**config.mk**
```make
export PLATFORM = sky130hd
export DESIGN_NAME = iq_dispatch
export DESIGN_NICKNAME = d
export VERILOG_FILES = /design/src/rtl/iq_dispatch.sv
export SDC_FILE = /design/constraint.sdc
export NUM_CORES = 1
export LEC_CHECK = 0
export CELL_PAD_IN_SITES_DETAIL_PLACEMENT = 1
export CELL_PAD_IN_SITES_GLOBAL_PLACEMENT = 1
export CORE_ASPECT_RATIO = 0.5
export CORE_MARGIN = 3
export CORE_UTILIZATION = 36
export DETAILED_ROUTE_END_ITERATION = 6
export GPL_TIMING_DRIVEN = 0
export PLACE_DENSITY = 0.77
export SETUP_SLACK_MARGIN = 0.05
export SLEW_MARGIN = 20
export SYNTH_ARGS = -nofsm -noshare
export SYNTH_HDL_FRONTEND = slang
export SYNTH_SLANG_ARGS = --single-unit
```
**constraint.sdc**
```tcl
create_clock -name clk -period 6.8 [get_ports clk]
set_input_delay 1.02 -clock clk [delete_from_list [all_inputs] [get_ports clk]]
set_output_delay 1.02 -clock clk [all_outputs]
set_load 0.05 [all_outputs]
```
**src/rtl/iq_dispatch.sv**
```systemverilog
// Dispatch / register-read stage in front of the issue queue.
// Two-stage valid/ready pipe: S1 reads the PRF, S2 registers the issue-queue entry.
module iq_dispatch #(
    parameter int PREG_BITS = 6,
    parameter int ROB_BITS  = 6,
    parameter int DATA_W    = 32
) (
    input  logic                 clk,
    input  logic                 reset,
    input  logic                 flush,

    input  logic                 rn_valid,
    output logic                 rn_ready,
    input  logic [PREG_BITS-1:0] rn_phys_dest,
    input  logic [PREG_BITS-1:0] rn_phys_rs1,
    input  logic [PREG_BITS-1:0] rn_phys_rs2,
    input  logic [6:0]           rn_opcode,
    input  logic [DATA_W-1:0]    rn_immediate,
    input  logic [ROB_BITS-1:0]  rn_rob_index,

    output logic [PREG_BITS-1:0] prf_rs1_addr,
    input  logic [DATA_W-1:0]    prf_rs1_data,
    output logic [PREG_BITS-1:0] prf_rs2_addr,
    input  logic [DATA_W-1:0]    prf_rs2_data,

    input  logic                 cdb_valid,
    input  logic [PREG_BITS-1:0] cdb_tag,
    input  logic [DATA_W-1:0]    cdb_value,

    output logic                 iq_write_enable,
    input  logic                 iq_valid,
    output logic [PREG_BITS-1:0] iq_phys_dest,
    output logic [PREG_BITS-1:0] iq_phys_rs1,
    output logic [PREG_BITS-1:0] iq_phys_rs2,
    output logic [DATA_W-1:0]    iq_phys_rs1_val,
    output logic [DATA_W-1:0]    iq_phys_rs2_val,
    output logic [6:0]           iq_opcode,
    output logic [DATA_W-1:0]    iq_immediate,
    output logic [ROB_BITS-1:0]  iq_rob_index
);

    logic                 s1_valid;
    logic [PREG_BITS-1:0] s1_dest;
    logic [PREG_BITS-1:0] s1_rs1;
    logic [PREG_BITS-1:0] s1_rs2;
    logic [6:0]           s1_opcode;
    logic [DATA_W-1:0]    s1_imm;
    logic [ROB_BITS-1:0]  s1_rob;

    logic                 s2_valid;
    logic [PREG_BITS-1:0] s2_dest;
    logic [PREG_BITS-1:0] s2_rs1;
    logic [PREG_BITS-1:0] s2_rs2;
    logic [DATA_W-1:0]    s2_rs1_val;
    logic [DATA_W-1:0]    s2_rs2_val;
    logic [6:0]           s2_opcode;
    logic [DATA_W-1:0]    s2_imm;
    logic [ROB_BITS-1:0]  s2_rob;

    logic                 s2_adv;
    logic                 s1_adv;
    logic                 accept;
    logic [DATA_W-1:0]    rs1_read_val;
    logic [DATA_W-1:0]    rs2_read_val;
    logic [DATA_W-1:0]    rs1_snoop_val;
    logic [DATA_W-1:0]    rs2_snoop_val;

    // x0 is hard zero and never takes a bypass; otherwise CDB beats the PRF.
    function automatic logic [DATA_W-1:0] read_src(
        input logic [PREG_BITS-1:0] tag,
        input logic [DATA_W-1:0]    prf_val
    );
        if (tag == '0)
            return '0;
        else if (cdb_valid && (cdb_tag == tag))
            return cdb_value;
        else
            return prf_val;
    endfunction

    function automatic logic [DATA_W-1:0] snoop_src(
        input logic [PREG_BITS-1:0] tag,
        input logic [DATA_W-1:0]    held_val
    );
        if ((tag != '0) && cdb_valid && (cdb_tag == tag))
            return cdb_value;
        else
            return held_val;
    endfunction

    always_comb begin
        s2_adv        = !s2_valid || iq_valid;
        s1_adv        = s1_valid && s2_adv;
        rn_ready      = !flush && (!s1_valid || s2_adv);
        accept        = rn_valid && rn_ready;
        rs1_read_val  = read_src(s1_rs1, prf_rs1_data);
        rs2_read_val  = read_src(s1_rs2, prf_rs2_data);
        rs1_snoop_val = snoop_src(s2_rs1, s2_rs1_val);
        rs2_snoop_val = snoop_src(s2_rs2, s2_rs2_val);
    end

    always_ff @(posedge clk or posedge reset) begin
        if (reset) begin
            s1_valid   <= 1'b0;
            s1_dest    <= '0;
            s1_rs1     <= '0;
            s1_rs2     <= '0;
            s1_opcode  <= '0;
            s1_imm     <= '0;
            s1_rob     <= '0;
            s2_valid   <= 1'b0;
            s2_dest    <= '0;
            s2_rs1     <= '0;
            s2_rs2     <= '0;
            s2_rs1_val <= '0;
            s2_rs2_val <= '0;
            s2_opcode  <= '0;
            s2_imm     <= '0;
            s2_rob     <= '0;
        end else if (flush) begin
            s1_valid <= 1'b0;
            s2_valid <= 1'b0;
        end else begin
            if (accept) begin
                s1_valid  <= 1'b1;
                s1_dest   <= rn_phys_dest;
                s1_rs1    <= rn_phys_rs1;
                s1_rs2    <= rn_phys_rs2;
                s1_opcode <= rn_opcode;
                s1_imm    <= rn_immediate;
                s1_rob    <= rn_rob_index;
            end else if (s1_adv) begin
                s1_valid <= 1'b0;
            end

            if (s1_adv) begin
                s2_valid   <= 1'b1;
                s2_dest    <= s1_dest;
                s2_rs1     <= s1_rs1;
                s2_rs2     <= s1_rs2;
                s2_rs1_val <= rs1_read_val;
                s2_rs2_val <= rs2_read_val;
                s2_opcode  <= s1_opcode;
                s2_imm     <= s1_imm;
                s2_rob     <= s1_rob;
            end else if (s2_adv) begin
                s2_valid <= 1'b0;
            end else begin
                // Stalled entry keeps listening so it never issues with a stale value.
                s2_rs1_val <= rs1_snoop_val;
                s2_rs2_val <= rs2_snoop_val;
            end
        end
    end

    assign prf_rs1_addr    = s1_rs1;
    assign prf_rs2_addr    = s1_rs2;

    assign iq_write_enable = s2_valid;
    assign iq_phys_dest    = s2_valid ? s2_dest    : '0;
    assign iq_phys_rs1     = s2_valid ? s2_rs1     : '0;
    assign iq_phys_rs2     = s2_valid ? s2_rs2     : '0;
    assign iq_phys_rs1_val = s2_valid ? s2_rs1_val : '0;
    assign iq_phys_rs2_val = s2_valid ? s2_rs2_val : '0;
    assign iq_opcode       = s2_valid ? s2_opcode  : '0;
    assign iq_immediate    = s2_valid ? s2_imm     : '0;
    assign iq_rob_index    = s2_valid ? s2_rob     : '0;

endmodule

```
==> results.json <==
{
  "drive_above_1_share_pct": 25.7,
  "grt_pass1_vias": 7527,
  "hold_class": "flop to flop",
  "ys_seq_area_share_pct": 53.0,
  "critPathRequiredTime_ns": 5.78,
  "final_util_pct": 54.5,
  "grt_start_max_net_pins": 75,
  "grt_util_all_layers_pct": 21.0,
  "antenna_found_initial": 0,
  "synth_cell_types": 28,
  "boundaryPins": 312,
  "clkTransAtPathRegs_ns": 0.07,
  "fin_nets": 1184,
  "htreeDepth": 4,
  "reg2reg_slack_ns": 4.42,
  "final.min_clock_period_ns": 4.36,
  "stdcell_count": 1362,
  "cts_setup_buffers": 0,
  "wire_per_inst_um": 21.1,
  "relSlewSlack_pct": 52.8,
  "die_w_um": 230,
  "maxCapViolCount": 0,
  "gp_congestion": 0.852,
  "max_freq_ghz": 0.229,
  "ant_nets": 0,
  "fin_area_sq_um": 13300,
  "syn_avg_cell_area_sq_um": 13.3,
  "ys_ff_latch": 192,
  "hold_viol": 0,
  "synth_nets": 853,
  "timing.critical_path.from": "iq_write_enable",
  "power_density_nw_per_um2": 273,
  "drc": 0,
  "synthCells": 682,
  "cp-start-kind": "flop",
  "fin_crit_sh_pct": 64.1,
  "worstPathArrival_ns": 3.34,
  "insertedDiodeCount": 0,
  "n_fill_cell": 2505,
  "syn_area_sq_um": 9070,
  "ys_top_cells_by_area": "dfrtp_1 (53%), mux2_2 (22%), and2_1 (8.9%), a22o_1 (6.2%), mux2_4 (2.0%)",
  "clock_skew_ns": 0.0106,
  "crit_path_max_fanout": 10,
  "synth_top_area_share_pct": 53.0,
  "layout_common_cells": "clkdlybuf4s50_1 (310), dfrtp_1 (192), mux2_2 (178)",
  "clock-sinks": 192,
  "vias_per_cell": 4.95,
  "outcome": "finished clean",
  "dp_hpwl_mm": 22.0,
  "layout_commonest_cell": "clkdlybuf4s50_1",
  "cts-resized-gates": 0,
  "synth_area_leader_cell": "dfrtp_1",
  "coreArea_sq_um": 24400,
  "r2r-start": "s2_rs1[0]",
  "cts_tree": "yes",
  "cts_buffer_depth": 2,
  "syn_to_final_growth_pct": 46.4,
  "worstMarginPinSlew_ns": 0.709,
  "fin_setup_tns_ns": 0,
  "dp_cells": 1330,
  "crit_end": "iq_immediate[23]",
  "end_kind": "primary output",
  "hold_buffers": 0,
  "std_cell_rows": 40,
  "rsz0062_at_grt": "false",
  "clock_latency_ns": 0.44,
  "slew_violations": 0,
  "leakage_uw": 0.00558,
  "vias": 6738,
  "numCtsBuffers": 17,
  "dr.pass1.iters": 4,
  "drtIter0Drc": 276,
  "io_buffers": 310,
  "finalSetupViolCount": 0,
  "die_h_um": 118,
  "grt.overflow.total": 0,
  "hold_slack_ns": 0.499,
  "grt_first_pass_wirelength_mm": 44.2,
  "rr_worst_depth": 6,
  "die-area_sq_um": 27200,
  "place_area_sq_um": 12700,
  "finalWirelength_mm": 28.8,
  "start_util_pct": 37.2,
  "rr_endpoint": "s2_rs1_val[6]",
  "clockRootBuffer": "clkbuf_16",
  "ys_warn_count": 0,
  "setup.worst_path.class": "flop to primary output",
  "vdd_drop_max_mv": 0.137
}
-- routing by layer --
| metal | vias up | global-route usage [%] | share of wire (%) | routed length [um] |
|---|---|---|---|---|
| met2 | 163 | 38.1 | 53 | 15200 |
| li1 | 3057 | - | - | - |
| met1 | 3472 | 24.7 | 41 | 11700 |
| met4 | 0 | 7.35 | 3.0 | 858 |
| met5 | - | 0 | 0 | 0 |
| met3 | 46 | 4.02 | 3.4 | 989 |
-- final cells by class --
type	instances	area, sq um	area share [%]
timing repair buffer	312	3160	23.8
tap	336	420	3.17
inverter	4	22.5	0.170
clock inverter	14	179	1.35
clock buffer	18	439	3.31
buffer	45	264	1.99
multi-input combinational	441	3990	30.0
sequential	192	4800	36.2
-- where the power goes --
part | leakage (uW) | total, uW | internal (uW) | switching, uW
sequential | 0.00229 | 1570 | 1410 | 162
combinational | 0.00300 | 985 | 499 | 487
clock | 0.000287 | 1060 | 594 | 466
-- how the worst min path moves through the flow --
stage	from	to	slack, ns	cells past startpoint
6_report	s2_rs1_val[7]	s2_rs1_val[7]	0.50	1
5_1_grt	s2_rs2_val[30]	s2_rs2_val[30]	0.51	1
4_1_cts	s2_imm[27]	s2_imm[27]	0.50	1
3_5_place_dp	s2_imm[27]	s2_imm[27]	0.49	1
3_3_place_gp	s1_imm[29]	s2_imm[29]	0.48	1
2_1_floorplan	s2_rs1_val[1]	s2_rs1_val[1]	0.47	1
-- flip-flops by register name, indices dropped and copies added (netlist names) --
signal / cells
s1_dest: 6
s1_rob: 6
s2_rs2: 6
s2_opcode: 7
prf_rs1_addr: 6
s2_rs1_val: 32
s1_imm: 32
s1_valid: 1
s2_rs1: 6
s1_opcode: 7
s2_rob: 6
iq_write_enable: 1
s2_dest: 6
prf_rs2_addr: 6
s2_rs2_val: 32
s2_imm: 32
-- cells in the mapped netlist (all sizes together) --
master,number
a22o,64
dfrtp,192
a211oi,2
and2,129
buf,30
nor3,4
mux2,190
inv,4
clkbuf,15
o2111ai,2
a31o,2
nand2b,1
o21bai,1
a21oi,8
xor2,16
nor4,4
nand2,3
and4,2
nor2,6
and2b,1
xnor2,6
-- cell families after synthesis --
kind of cell	after synthesis	share of synthesized area, %
flops	192	53.0
buf+inv	49	3.08
xor+xnor	22	2.12
simple gates	150	10.2
compound gates	79	7.53
mux	190	24.1
-- worst max-delay path, cell delays in order, from the launching register on --
cell and delay (ns):
dfrtp_1 0.38, clkbuf_1 0.56, clkbuf_1 0.51, clkbuf_1 0.39, and2_1 0.24, clkdlybuf4s50_1 0.82
-- per-stage QoR --
stage / setup slack [ns] / total power, uW
final: 2.44 / 3620
after global placement: -1.98 / 2530
after global routing: 2.33 / 3790
after floorplan: 0.553 / 2190
after detailed placement: 2.88 / 2590
after CTS: 2.38 / 3660
No activity file was read; power rests on OpenSTA's default activity.
